==> src/rtl/mux_4to1_rr_arbiter.sv <==
// Round-robin arbiter that shares one 4:1 data path between four requesters.
// Bursts are bounded, and a registered valid/ready stage drives the output.
module mux_4to1_rr_arbiter #(
   parameter int n         = 8,
   parameter int MAX_BURST = 4
) (
   input  logic         clk,
   input  logic         rst,
   input  logic [3:0]   req,
   input  logic [n-1:0] q0,
   input  logic [n-1:0] q1,
   input  logic [n-1:0] q2,
   input  logic [n-1:0] q3,
   input  logic         out_ready,
   output logic [3:0]   gnt,
   output logic [1:0]   sel,
   output logic         en,
   output logic [n-1:0] d,
   output logic         d_valid,
   output logic         busy
);

   typedef enum logic {IDLE = 1'b0, GRANT = 1'b1} state_t;

   localparam logic [3:0] MAX_CNT = 4'(MAX_BURST);

   state_t       state_q, state_d;
   logic [1:0]   last_q, last_d;
   logic [3:0]   cnt_q, cnt_d;
   logic [3:0]   gnt_q, gnt_d;
   logic [1:0]   sel_q, sel_d;
   logic         en_q, en_d;
   logic         busy_q, busy_d;
   logic [n-1:0] d_q, d_d;
   logic         dv_q, dv_d;

   logic [n-1:0] q_sel_s;
   logic [1:0]   win_s;
   logic [1:0]   idx_s;
   logic         found_s;
   logic         beat_s;

   // Data-path mux driven by the registered owner index
   always_comb begin
      q_sel_s = q0;
      case (sel_q)
         2'd0:    q_sel_s = q0;
         2'd1:    q_sel_s = q1;
         2'd2:    q_sel_s = q2;
         2'd3:    q_sel_s = q3;
         default: q_sel_s = q0;
      endcase
   end

   // Round-robin search starting one past the last owner; k=4 wraps to last
   always_comb begin
      win_s   = 2'd0;
      found_s = 1'b0;
      idx_s   = 2'd0;
      for (int k = 1; k <= 4; k++) begin
         idx_s = last_q + 2'(k);
         if (!found_s && req[idx_s]) begin
            win_s   = idx_s;
            found_s = 1'b1;
         end else begin
            found_s = found_s;
         end
      end
   end

   assign beat_s = (state_q == GRANT) && req[sel_q] && (!dv_q || out_ready);

   // Next-state: arbitration FSM plus the independent output drain
   always_comb begin
      state_d = state_q;
      last_d  = last_q;
      cnt_d   = cnt_q;
      gnt_d   = gnt_q;
      sel_d   = sel_q;
      en_d    = en_q;
      busy_d  = busy_q;
      d_d     = d_q;
      dv_d    = dv_q;

      case (state_q)
         IDLE: begin
            gnt_d  = 4'b0000;
            en_d   = 1'b0;
            busy_d = 1'b0;
            if (found_s) begin
               gnt_d   = 4'b0001 << win_s;
               sel_d   = win_s;
               en_d    = 1'b1;
               busy_d  = 1'b1;
               cnt_d   = 4'd0;
               state_d = GRANT;
            end else begin
               state_d = IDLE;
            end
         end
         GRANT: begin
            if (beat_s) begin
               cnt_d = cnt_q + 4'd1;
            end else begin
               cnt_d = cnt_q;
            end
            if ((beat_s && (cnt_q + 4'd1 == MAX_CNT)) || !req[sel_q]) begin
               last_d  = sel_q;
               gnt_d   = 4'b0000;
               en_d    = 1'b0;
               busy_d  = 1'b0;
               cnt_d   = 4'd0;
               state_d = IDLE;
            end else begin
               state_d = GRANT;
            end
         end
         default: begin
            state_d = IDLE;
            gnt_d   = 4'b0000;
            en_d    = 1'b0;
            busy_d  = 1'b0;
            cnt_d   = 4'd0;
         end
      endcase

      // A beat refills d even when the old beat is consumed this same cycle
      if (beat_s) begin
         d_d  = q_sel_s;
         dv_d = 1'b1;
      end else if (dv_q && out_ready) begin
         dv_d = 1'b0;
      end else begin
         dv_d = dv_q;
      end
   end

   // State and output registers
   always_ff @(posedge clk or negedge rst) begin
      if (!rst) begin
         state_q <= IDLE;
         last_q  <= 2'd3;
         cnt_q   <= 4'd0;
         gnt_q   <= 4'b0000;
         sel_q   <= 2'd0;
         en_q    <= 1'b0;
         busy_q  <= 1'b0;
         d_q     <= '0;
         dv_q    <= 1'b0;
      end else begin
         state_q <= state_d;
         last_q  <= last_d;
         cnt_q   <= cnt_d;
         gnt_q   <= gnt_d;
         sel_q   <= sel_d;
         en_q    <= en_d;
         busy_q  <= busy_d;
         d_q     <= d_d;
         dv_q    <= dv_d;
      end
   end

   assign gnt     = gnt_q;
   assign sel     = sel_q;
   assign en      = en_q;
   assign busy    = busy_q;
   assign d       = d_q;
   assign d_valid = dv_q;

endmodule

==> config.mk <==
export PLATFORM = sky130hd
export DESIGN_NAME = mux_4to1_rr_arbiter
export DESIGN_NICKNAME = d
export VERILOG_FILES = /design/src/rtl/mux_4to1_rr_arbiter.sv
export SDC_FILE = /design/constraint.sdc
export NUM_CORES = 1
export LEC_CHECK = 0
export CAP_MARGIN = 25
export CORE_MARGIN = 10
export CORE_UTILIZATION = 41
export DETAILED_ROUTE_END_ITERATION = 10
export PLACE_DENSITY_LB_ADDON = 0.2
export SETUP_SLACK_MARGIN = 0.4
export SLEW_MARGIN = 30
export SYNTH_ARGS = -nofsm -noshare
export SYNTH_HDL_FRONTEND = slang
export SYNTH_SLANG_ARGS = --single-unit
==> constraint.sdc <==
create_clock -name clk -period 2.2 [get_ports clk]
set_input_delay 0.33 -clock clk [delete_from_list [all_inputs] [get_ports clk]]
set_output_delay 0.33 -clock clk [all_outputs]
set_load 0.02 [all_outputs]
==> reports/results.tsv <==
stage	metric	value	unit
place	post-detail-place hpwl	2668	um
worst_setup_path	CP max FO	10	
logic_synthesis	synthesized area per cell	13.11	um^2
final_layout	Layout area overhead	50.00	%
power_and_ir_drop	Peak VDD IR	0.6087	mV
timing	Worst Skew	5.803	ps
power_and_ir_drop	pwr/cell area	1247	mW/mm^2
floorplan	Core Region	0.003003	mm^2
final_layout	final-layout fill cell count	246	
timing	Slew Viols, Final	0	
floorplan	Chip Width	75.41	um
hold_path	Worst Hold Class	input pin to asynchronous set/reset pin	
grt	remaining global-route overflow	0	
worst_setup_path	Max stage delay on crit path	540	ps
timing	Worst-Margin Slew	526.1	ps
logic_synthesis	Mapped Area	0.001259	mm^2
grt	antenna violations before repair	0	
timing	relative slew slack	0.6460	
logic_synthesis	most common flop cell mapped by yosys	dfrtp_1	
grt	grt met3 use	0.06641	
worst_setup_path	flop2flop setup slack	530	ps
clock_tree	CTS clk-pin slew, worst paths	130	ps
logic_synthesis	Ys Warns	0	
routing	drt wl/cell	17.20	um
clock_tree	worst-skew pair later-pin latency	320	ps
grt	GR Layer Usage met2	0.2049	
timing	RSZ-0062 raised after global routing	no	
routing	DRC	0	
timing	Final WS setup	443.8	ps
worst_setup_path	Crit-path slowest cell	mux4_2	
worst_setup_path	Worst Reg2Reg Path Length in Cells	3	
final_layout	ant diodes	0	
worst_setup_path	Worst Setup Start Kind	input pin	
timing	Setup violations, final	0	
worst_setup_path	Worst EP required	2420	ps
logic_synthesis	Yosys reg bits	23	
place	RePlAce Congestion	0.6912	
clock_tree	Setup Buffers After CTS	0	
floorplan	# rows	20	
timing	fin crit share	0.7983	
grt	gr usage total	0.1179	
worst_setup_path	worst path cell trace	clkdlybuf4s50_1 -> mux4_2 -> nand3_2 -> mux2_2	
grt	largest net degree at the start of global routing	24	
worst_setup_path	Worst EP arrival	1970	ps
outcome	status	completed	
clock_tree	CTS Buf Count	3	
flow_run	Max Cap Viol	0	
final_layout	commonest non-fill, non-tap cell in the layout	clkdlybuf4s50_1	
routing	wirelength, routed	3233	um
routing	DR vias/cell	5.564	
logic_synthesis	Mapped Cells	96	
power_and_ir_drop	Static Leak	0.7678	nW
routing	initial drt markers	71	
floorplan	Die Height	75.41	um
timing	Setup TNS	0	ps
final_layout	nets	196	
logic_synthesis	Post-synth EDFFs	0	
grt	grt met1 use	0.1236	
grt	first-pass GRT wire length	5168	um
place	Port Buffers	55	
worst_setup_path	CP Class	input pin to flip-flop	
clock_tree	Clock Tree Buf Depth	2	
final_layout	commonest non-fill, non-tap cells in the layout	clkdlybuf4s50_1 (53), dfrtp_1 (21), mux4_2 (9), mux2_2 (9), nand2_1 (7)	
grt	GRT Max-Usage Layer	met2	
clock_tree	H-tree depth	1	
timing	Final Hold Vio Count	0	
logic_synthesis	Synth async-reset ratio	1.000	
worst_setup_path	Crit. End Element	flip-flop	
grt	vias in the first global route	1151	
timing	fin crit period	1756	ps
routing	DRT Pass-1 Iters	4	
logic_synthesis	post-synth cell types	38	
logic_synthesis	sequential share of the synthesized area	0.4592	
routing	vias	1046	
floorplan	Die Area	0.005686	mm^2
logic_synthesis	Post-Syn Nets	136	
worst_setup_path	Critical R2R Launch	sel[1]	
floorplan	io pins	56	
clock_tree	# clock sinks	23	
clock_tree	clk root buf	clkbuf_4	
routing	post-route antenna net violation count	0	
worst_setup_path	R2R Path End	d[4]	
timing	f_max	0.5694	GHz
clock_tree	CTS tree	done	
final_layout	share of cells above drive strength 1	0.2258	
place	post-place setup slack	67.94	ps
floorplan	Starting Density	0.4192	
[area by class of cell]
class                           instances  area [um^2]  share of cell area
Clock buffer                            3        22.52             0.01193
Clock inverter                          1        7.507            0.003976
Inverter                                1        3.754            0.001988
Multi-Input combinational cell         68        656.9              0.3479
Sequential cell                        23        578.1              0.3062
Tap cell                               33        41.29             0.02187
Timing Repair Buffer                   59        578.1              0.3062
[critical path: cells and delay by family]
| family | cells | cell delay, ps |
|---|---|---|
| mux | 2 | 910 |
| buf+inv | 1 | 480 |
| simple gates | 1 | 250 |
[sequential cells by signal (all words and copies together) (netlist names)]
register  flops
state_q       1
d             8
d_valid       1
sel           2
cnt_q         4
busy          1
gnt           4
last_q        2
[power breakdown]
part           total [mW]  switching, mW  internal (mW)  leakage, nW
Clock               0.202          0.132         0.0696       0.0139
Combinational        1.40          0.641          0.754        0.472
Sequential          0.757          0.131          0.625        0.282
Total                2.35          0.905           1.45        0.768
[metal layers]
metal,up-vias,share of wire
met5,-,0
met4,0,0.0065
met3,5,0.098
met2,38,0.54
met1,518,0.36
li1,485,-
[metrics by stage]
| step | cells | hold slack [ps] | utilization | total power, mW | instance area (um^2) |
|---|---|---|---|---|---|
| floorplan | 96 | 34.41 | - | 1.636 | 1259 |
| global placement | 184 | 477.8 | 0.6196 | 2.156 | 1861 |
| detailed placement | 184 | 479.3 | 0.6196 | 2.195 | 1861 |
| CTS | 188 | 342.6 | 0.6288 | 2.381 | 1888 |
| global route | 188 | 358.7 | 0.6288 | 2.511 | 1888 |
| finish | 188 | 338.6 | 0.6288 | 2.354 | 1888 |
[how the worst max path moves through the flow]
stage	slack, ps	cells after the start	from	end
6_report	440	4	req[3]	d[4]
5_1_grt	420	4	req[3]	d[4]
4_1_cts	430	4	req[3]	d[5]
3_5_place_dp	70	4	req[3]	d[5]
3_3_place_gp	150	4	req[3]	d[1]
2_1_floorplan	510	3	sel[1]	d[0]
[cells by family (layout without fill, tap and decap cells)]
logic type,after synthesis,count (layout),synth area share
adders and majority gates,1,1,0.009939
muxes,21,21,0.2734
and+or+nand+nor,26,26,0.1163
buffers and inverters,5,64,0.01888
AOI/OAI and AO/OA,20,20,0.1223
DFF,23,23,0.4592
[synthesized netlist by cell type, types with 2 or more instances]
cell	n	share of area
a32o_1	3	0.024
o2bb2ai_1	3	0.021
a21oi_1	3	0.012
mux2_2	9	0.081
nand2b_1	3	0.015
dfstp_2	2	0.042
clkbuf_1	2	0.0060
o21ai_0	2	0.0080
nor2_1	3	0.0089
nand2_1	7	0.021
mux4_2	9	0.16
mux2_4	2	0.024
nor2b_1	3	0.015
dfrtp_1	21	0.42
[repair_timing]
action                                  in CTS  in global routing
endpoints found under the setup margin       2                  0
hold buffers                                 0                  0
endpoints found under the hold margin        0                  0
resized for setup                            2                  0
Note: power is estimated with default switching activity, not from simulation.
